$ cat config.mk
export PLATFORM = sky130hd
export DESIGN_NAME = hud_number_renderer
export DESIGN_NICKNAME = d
export VERILOG_FILES = /design/src/rtl/hud_number_renderer.sv
export SDC_FILE = /design/constraint.sdc
export NUM_CORES = 1
export LEC_CHECK = 0
export BUFFER_PORTS_ARGS = -buffer_cell sky130_fd_sc_hd__buf_2
export CORE_MARGIN = 4
export CORE_UTILIZATION = 40
export CTS_BUF_LIST = sky130_fd_sc_hd__clkbuf_2
export DETAILED_ROUTE_END_ITERATION = 16
export GPL_ROUTABILITY_DRIVEN = 0
export HOLD_SLACK_MARGIN = 0.05
export PLACE_DENSITY = 0.71
export SYNTH_ARGS = -nofsm -noshare
export SYNTH_HDL_FRONTEND = slang
export SYNTH_SLANG_ARGS = --single-unit
$ cat constraint.sdc
create_clock -name Clk -period 3 [get_ports Clk]
set_clock_uncertainty 0.1 [all_clocks]
set_input_delay 0.75 -clock Clk [delete_from_list [all_inputs] [get_ports Clk]]
set_output_delay 0.75 -clock Clk [all_outputs]
set_load 0.005 [all_outputs]
$ cat src/rtl/hud_number_renderer.sv
// Purpose: draws a live decimal number as scaled 8x16 glyphs at a fixed screen position.
// Latency: 2 clocks from DrawX/DrawY to pixel_on/RGB. A value takes VALUE_W cycles to convert, then waits for frame_start.
// Backpressure: value_ready stays low from acceptance until the converted value is committed at frame_start.
// Ports: Clk/Reset_n; DrawX/DrawY/frame_start scan timing; value_in/value_valid/value_ready value handshake;
//        blink_en, fg_color; font_addr/font_data synchronous font ROM; pixel_on, Red/Green/Blue pixel output.
module hud_number_renderer #(
    parameter int NUM_DIGITS   = 6,
    parameter int VALUE_W      = 20,
    parameter int SCALE_LOG2   = 1,
    parameter int ORIGIN_X     = 464,
    parameter int ORIGIN_Y     = 150,
    parameter bit LZ_BLANK     = 1'b1,
    parameter int BLINK_FRAMES = 32
) (
    input  logic               Clk,
    input  logic               Reset_n,
    input  logic [9:0]         DrawX,
    input  logic [9:0]         DrawY,
    input  logic               frame_start,
    input  logic [VALUE_W-1:0] value_in,
    input  logic               value_valid,
    output logic               value_ready,
    input  logic               blink_en,
    input  logic [11:0]        fg_color,
    output logic [7:0]         font_addr,
    input  logic [7:0]         font_data,
    output logic               pixel_on,
    output logic [3:0]         Red,
    output logic [3:0]         Green,
    output logic [3:0]         Blue
);
    // Ceil(VALUE_W/3) digits always hold the full conversion (2^3 < 10).
    localparam int BCD_DIGITS  = (VALUE_W + 2) / 3;
    localparam int WORK_DIGITS = (BCD_DIGITS > NUM_DIGITS) ? BCD_DIGITS : NUM_DIGITS;
    localparam int WORK_W      = WORK_DIGITS * 4;
    localparam int DISP_W      = NUM_DIGITS * 4;
    localparam int CNT_W       = $clog2(VALUE_W + 1);
    localparam int BL_W        = $clog2(BLINK_FRAMES);
    localparam logic [9:0] FIELD_W = 10'((NUM_DIGITS * 8) << SCALE_LOG2);
    localparam logic [9:0] FIELD_H = 10'(16 << SCALE_LOG2);

    typedef enum logic [1:0] {ST_IDLE, ST_CONVERT, ST_PENDING} state_t;

    state_t              state_q, state_d;
    logic                ready_q, ready_d;
    logic [VALUE_W-1:0]  bin_q, bin_d;
    logic [WORK_W-1:0]   bcd_q, bcd_d;
    logic [CNT_W-1:0]    cnt_q, cnt_d;
    logic [DISP_W-1:0]   shadow_q, shadow_d;
    logic [DISP_W-1:0]   disp_q, disp_d;
    logic [BL_W-1:0]     blink_q, blink_d;
    logic                hit_q, hit_d;
    logic [2:0]          bit_q, bit_d;
    logic                blank_q, blank_d;
    logic                pix_q, pix_d;
    logic [11:0]         rgb_q, rgb_d;

    logic [WORK_W-1:0]   adj;
    logic [WORK_W-1:0]   bcd_shift;
    logic                over;
    logic [DISP_W-1:0]   nines;
    logic [DISP_W-1:0]   sat_val;

    logic [9:0]          dx, dy, col;
    logic [3:0]          row;
    logic [6:0]          digit_idx;
    logic [3:0]          digit_val;
    logic                lz_run;
    logic                blink_off;
    logic                lit;

    // Double-dabble step: add 3 to every digit >= 5, then shift in the next binary MSB.
    always_comb begin
        adj = bcd_q;
        for (int k = 0; k < WORK_DIGITS; k++) begin
            if (adj[4*k +: 4] >= 4'd5) adj[4*k +: 4] = adj[4*k +: 4] + 4'd3;
        end
        bcd_shift = WORK_W'({adj, bin_q[VALUE_W-1]});
        over = 1'b0;
        for (int k = NUM_DIGITS; k < WORK_DIGITS; k++) begin
            over = over | (bcd_shift[4*k +: 4] != 4'd0);
        end
        nines = '0;
        for (int k = 0; k < NUM_DIGITS; k++) nines[4*k +: 4] = 4'd9;
        sat_val = over ? nines : bcd_shift[DISP_W-1:0];
    end

    // Value FSM: accept, convert, then hold until frame_start so the display never tears.
    always_comb begin
        state_d  = state_q;
        ready_d  = ready_q;
        bin_d    = bin_q;
        bcd_d    = bcd_q;
        cnt_d    = cnt_q;
        shadow_d = shadow_q;
        disp_d   = disp_q;
        unique case (state_q)
            ST_IDLE: begin
                if (value_valid && ready_q) begin
                    bin_d   = value_in;
                    bcd_d   = '0;
                    cnt_d   = '0;
                    ready_d = 1'b0;
                    state_d = ST_CONVERT;
                end
            end
            ST_CONVERT: begin
                bin_d = bin_q << 1;
                bcd_d = bcd_shift;
                cnt_d = cnt_q + CNT_W'(1);
                if (cnt_q == CNT_W'(VALUE_W - 1)) begin
                    shadow_d = sat_val;
                    state_d  = ST_PENDING;
                end
            end
            ST_PENDING: begin
                if (frame_start) begin
                    disp_d  = shadow_q;
                    ready_d = 1'b1;
                    state_d = ST_IDLE;
                end
            end
            default: state_d = ST_IDLE;
        endcase
    end

    always_comb begin
        blink_d = blink_q;
        if (frame_start) blink_d = (blink_q == BL_W'(BLINK_FRAMES - 1)) ? '0 : blink_q + BL_W'(1);
    end
    assign blink_off = blink_en & (blink_q >= BL_W'(BLINK_FRAMES / 2));

    // Stage 0: field geometry and digit selection. Leading-zero run is accumulated from the left.
    always_comb begin
        dx        = DrawX - 10'(ORIGIN_X);
        dy        = DrawY - 10'(ORIGIN_Y);
        col       = dx >> SCALE_LOG2;
        row       = 4'(dy >> SCALE_LOG2);
        digit_idx = col[9:3];
        hit_d     = (dx < FIELD_W) && (dy < FIELD_H);
        bit_d     = ~col[2:0];
        digit_val = 4'd0;
        blank_d   = 1'b0;
        lz_run    = 1'b1;
        for (int i = 0; i < NUM_DIGITS; i++) begin
            lz_run = lz_run & (disp_q[(NUM_DIGITS-1-i)*4 +: 4] == 4'd0);
            if (digit_idx == 7'(i)) begin
                digit_val = disp_q[(NUM_DIGITS-1-i)*4 +: 4];
                blank_d   = LZ_BLANK && lz_run && (i != NUM_DIGITS - 1);
            end
        end
    end

    // The ROM samples this address directly, so it stays combinational; held at 0 while in reset.
    assign font_addr = Reset_n ? {(blank_d ? 4'hF : digit_val), row} : 8'h00;

    // Stage 1: font_data arrives one cycle after font_addr, aligned with the stage-0 flops.
    assign lit   = hit_q & ~blank_q & font_data[bit_q] & ~blink_off;
    assign pix_d = lit;
    assign rgb_d = lit ? fg_color : 12'h000;

    always_ff @(posedge Clk or negedge Reset_n) begin
        if (!Reset_n) begin
            state_q  <= ST_IDLE;
            ready_q  <= 1'b1;
            bin_q    <= '0;
            bcd_q    <= '0;
            cnt_q    <= '0;
            shadow_q <= '0;
            disp_q   <= '0;
            blink_q  <= '0;
            hit_q    <= 1'b0;
            bit_q    <= 3'd0;
            blank_q  <= 1'b0;
            pix_q    <= 1'b0;
            rgb_q    <= 12'h000;
        end else begin
            state_q  <= state_d;
            ready_q  <= ready_d;
            bin_q    <= bin_d;
            bcd_q    <= bcd_d;
            cnt_q    <= cnt_d;
            shadow_q <= shadow_d;
            disp_q   <= disp_d;
            blink_q  <= blink_d;
            hit_q    <= hit_d;
            bit_q    <= bit_d;
            blank_q  <= blank_d;
            pix_q    <= pix_d;
            rgb_q    <= rgb_d;
        end
    end

    assign value_ready = ready_q;
    assign pixel_on    = pix_q;
    assign Red         = rgb_q[11:8];
    assign Green       = rgb_q[7:4];
    assign Blue        = rgb_q[3:0];
endmodule

==> run_results.csv <==
group,metric,value,unit
run_status,status,"finished with violations",
run_status,violations,"negative setup slack",
clock_tree,clk_pin_slew,210,ps
critical_path,critPathMaxFanout,4,
die,core_area,15100,um2
global_route,track_usage,16.1,%
die,die_y,132,um
critical_path,worstPathArrival,2590,ps
min_path,hp-class,"in -> reg",
critical_path,cp_common_cell,"or4_4",
cells_and_area,layout_commonest_cell,"dfrtp_1",
critical_path,path_buf_inv,3,
timing,finalHoldViolations,0,
clock_tree,cts_sinks,127,
yosys,synthFlopType,"dfrtp_1",
clock_tree,clkLatencyLatePin,680,ps
cells_and_area,utilization,49.2,%
yosys,synthCells,612,
detailed_routing,route.detailed.drc,0,
cells_and_area,area_growth,20.7,%
global_route,grt_pass1_vias,4924,
place,place_hpwl,9.73,mm
timing,slew_headroom,61.7,%
detailed_routing,drtPass1Iterations,5,
critical_path,critical_path.top_delay_family,"simple AND/OR/NAND/NOR gates",
critical_path,worst_ep_required_time,2150,ps
cells_and_area,instances_no_fill,931,
power_and_ir_drop,power_density,402,nW/um2
power_and_ir_drop,vdd_drop_max,0.181,mV
detailed_routing,via_per_inst,5.37,
cells_and_area,num_antenna_cells,0,
place,port_buffers,84,
detailed_routing,wire_per_inst,14.6,um
critical_path,crit_type,"in -> out",
place,dp_slack,-479,ps
timing,period_needed,3440,ps
timing,worst_slack,-440,ps
yosys,synth.avg_cell_area,10.1,um2
die,start_util,40.8,%
detailed_routing,drt-total-wl,13.6,mm
clock_tree,cts_tree,"built",
clock_tree,clockRootBuffer,"clkbuf_2",
die,fp-row-count,45,
critical_path,max_stage_delay,540,ps
detailed_routing,drt_iter0_drc,321,
detailed_routing,ant_nets,0,
die,fp.dieW,132,um
cells_and_area,nets,818,
yosys,netlist-cell-type-count,52,
timing,fin_crit_sh,115,%
timing,rsz0062_at_grt,"true",
yosys,synth_area,6180,um2
yosys,synth.net_count,700,
yosys,synth-warning-count,0,
power_and_ir_drop,p_leak,0.00371,uW
yosys,synthArstFlopShare,100,%
cells_and_area,layout_common_cells,"dfrtp_1 (126), buf_2 (81), nand2_1 (78), o21ai_0 (55), buf_4 (36)",
yosys,synth_edf_count,0,
timing,timing.hold.ws,167,ps
yosys,synth-seq-cells,127,
die,io_pins,87,
critical_path,cp_cell_sequence,"buf_4 -> inv_8 -> ha_4 -> or4_4 -> and2_4 -> or4_4 -> a31oi_4 -> buf_2",
timing,max_freq,291,MHz
timing,slew_viol_final,0,
detailed_routing,vias,5002,
global_route,grt_first_pass_wirelength,23.5,mm
critical_path,critPathSlowestCell,"or4_4",
yosys,yosysSeqAreaShare,51.5,%
timing,finalSetupViolCount,4,
critical_path,endpoint_kind,"output port",
cells_and_area,drive_above_1_share,27.7,%
clock_tree,htree_levels,4,
clock_tree,cts_made_buffers,17,
place,dp_cells,889,
global_route,grt_max_degree,110,
die,dieArea,17500,um2
clock_tree,cts.path.max_buffers,2,
timing,worstMarginPinSlew,567,ps
job,drv_cap,0,
global_route,gr-total-overflow,0,
timing,finalSetupTns,-1680,ps
critical_path,start_kind,"input port",
global_route,grt_antenna_before_repair,0,
## Yosys cell counts, drive strengths merged, types with 2 or more instances
| cell | count | area [um2] |
|---|---|---|
| mux2i | 4 | 40.0 |
| xnor2 | 9 | 78.8 |
| buf | 2 | 7.51 |
| mux2 | 33 | 372 |
| nor3b | 7 | 52.6 |
| nand2b | 13 | 81.3 |
| and2 | 18 | 115 |
| and3 | 2 | 12.5 |
| nor3 | 8 | 40.0 |
| a2bb2oi | 3 | 26.3 |
| o31ai | 5 | 37.5 |
| nand3b | 2 | 15.0 |
| mux4 | 2 | 45.0 |
| dfrtp | 126 | 3150 |
| a22oi | 19 | 143 |
| nand3 | 27 | 135 |
| nand4 | 4 | 25.0 |
| ha | 23 | 288 |
| o22a | 2 | 17.5 |
| nand2 | 78 | 293 |
| a211oi | 2 | 15.0 |
| nor4 | 4 | 31.3 |
| nor2 | 27 | 101 |
| a21boi | 3 | 22.5 |
| nand4b | 3 | 26.3 |
| a221oi | 4 | 35.0 |
| nor2b | 12 | 75.1 |
| or4 | 3 | 30.0 |
| a21oi | 26 | 130 |
| a31oi | 10 | 62.6 |
| clkbuf | 25 | 93.8 |
| nor4b | 3 | 26.3 |
| o21ai | 68 | 344 |
| inv | 22 | 82.6 |
| a21o | 2 | 15.0 |
## worst min-delay path: cells and delay by family
family / cells / cell delay, ps
AND/OR/NAND/NOR: 1 / 50
buffers and inverters: 1 / 80
AO/OA/AOI/OAI: 1 / 50
## report_power, final
group | switching (uW) | internal [uW]
logic | 132 | 133
clock network | 651 | 307
registers | 27.8 | 1750
total | 811 | 2190
## worst paths after layout
kind / from / end / slack (ps) / cells after the start
hold / removal: value_in[19] / bin_q[19] / 170 / 3
min in group asynchronous: Reset_n / bit_q[2] / 350 / 2
setup / recovery: DrawX[4] / font_addr[5] / -440 / 8
setup reg to reg: cnt_q[0] / shadow_q[12] / 750 / 6
hold reg to reg: value_ready / value_ready / 400 / 2
max in group asynchronous: Reset_n / shadow_q[14] / 1650 / 3
## layout make-up
class	count	area, um2
repair buffers	126	788
fillers	1355	7690
multi-input cells	436	2940
clock inverters	13	115
inverters	22	103
well taps	188	235
clock buffers	19	95.1
flip-flops and latches	127	3180
## registers in the layout, indices dropped and copies added (netlist names), 2 cells and up
name,flops
rgb_q,12
bcd_q,28
state_q,2
bit_q,3
disp_q,24
blink_q,5
bin_q,20
cnt_q,5
shadow_q,24
## layer usage
metal / up-vias / share of wire (%) / global-route usage [%]
met4: 0 / 1.3 / 5.20
li1: 2412 / - / -
met3: 16 / 6.6 / 5.23
met2: 142 / 47 / 25.4
met5: - / 0 / 0
met1: 2432 / 45 / 21.2
## through the flow
stage	area, um2	power [uW]
finish	7460	3000
global placement	7080	2040
detailed placement	7080	2060
global route	7460	3160
CTS	7430	3050
floorplan	6260	1920
## what timing repair did
item                                    in CTS  in global routing
hold buffers                                 5                  0
pin swaps                                    5                  2
endpoints found under the hold margin       22                  0
setup buffers                                5                  0
endpoints found under the setup margin       4                  5
resized for setup                            9                  4
## logic make-up after synthesis
kind of cell | after synthesis | synth area share [%]
and+or+nand+nor | 214 | 17.6
AOI/OAI and AO/OA | 151 | 14.7
DFF | 127 | 51.5
buffers and inverters | 49 | 2.98
muxes | 39 | 7.39
adders and majority gates | 23 | 4.66
xor gates and xnor gates | 9 | 1.28
(Power assumes the default switching activity.)
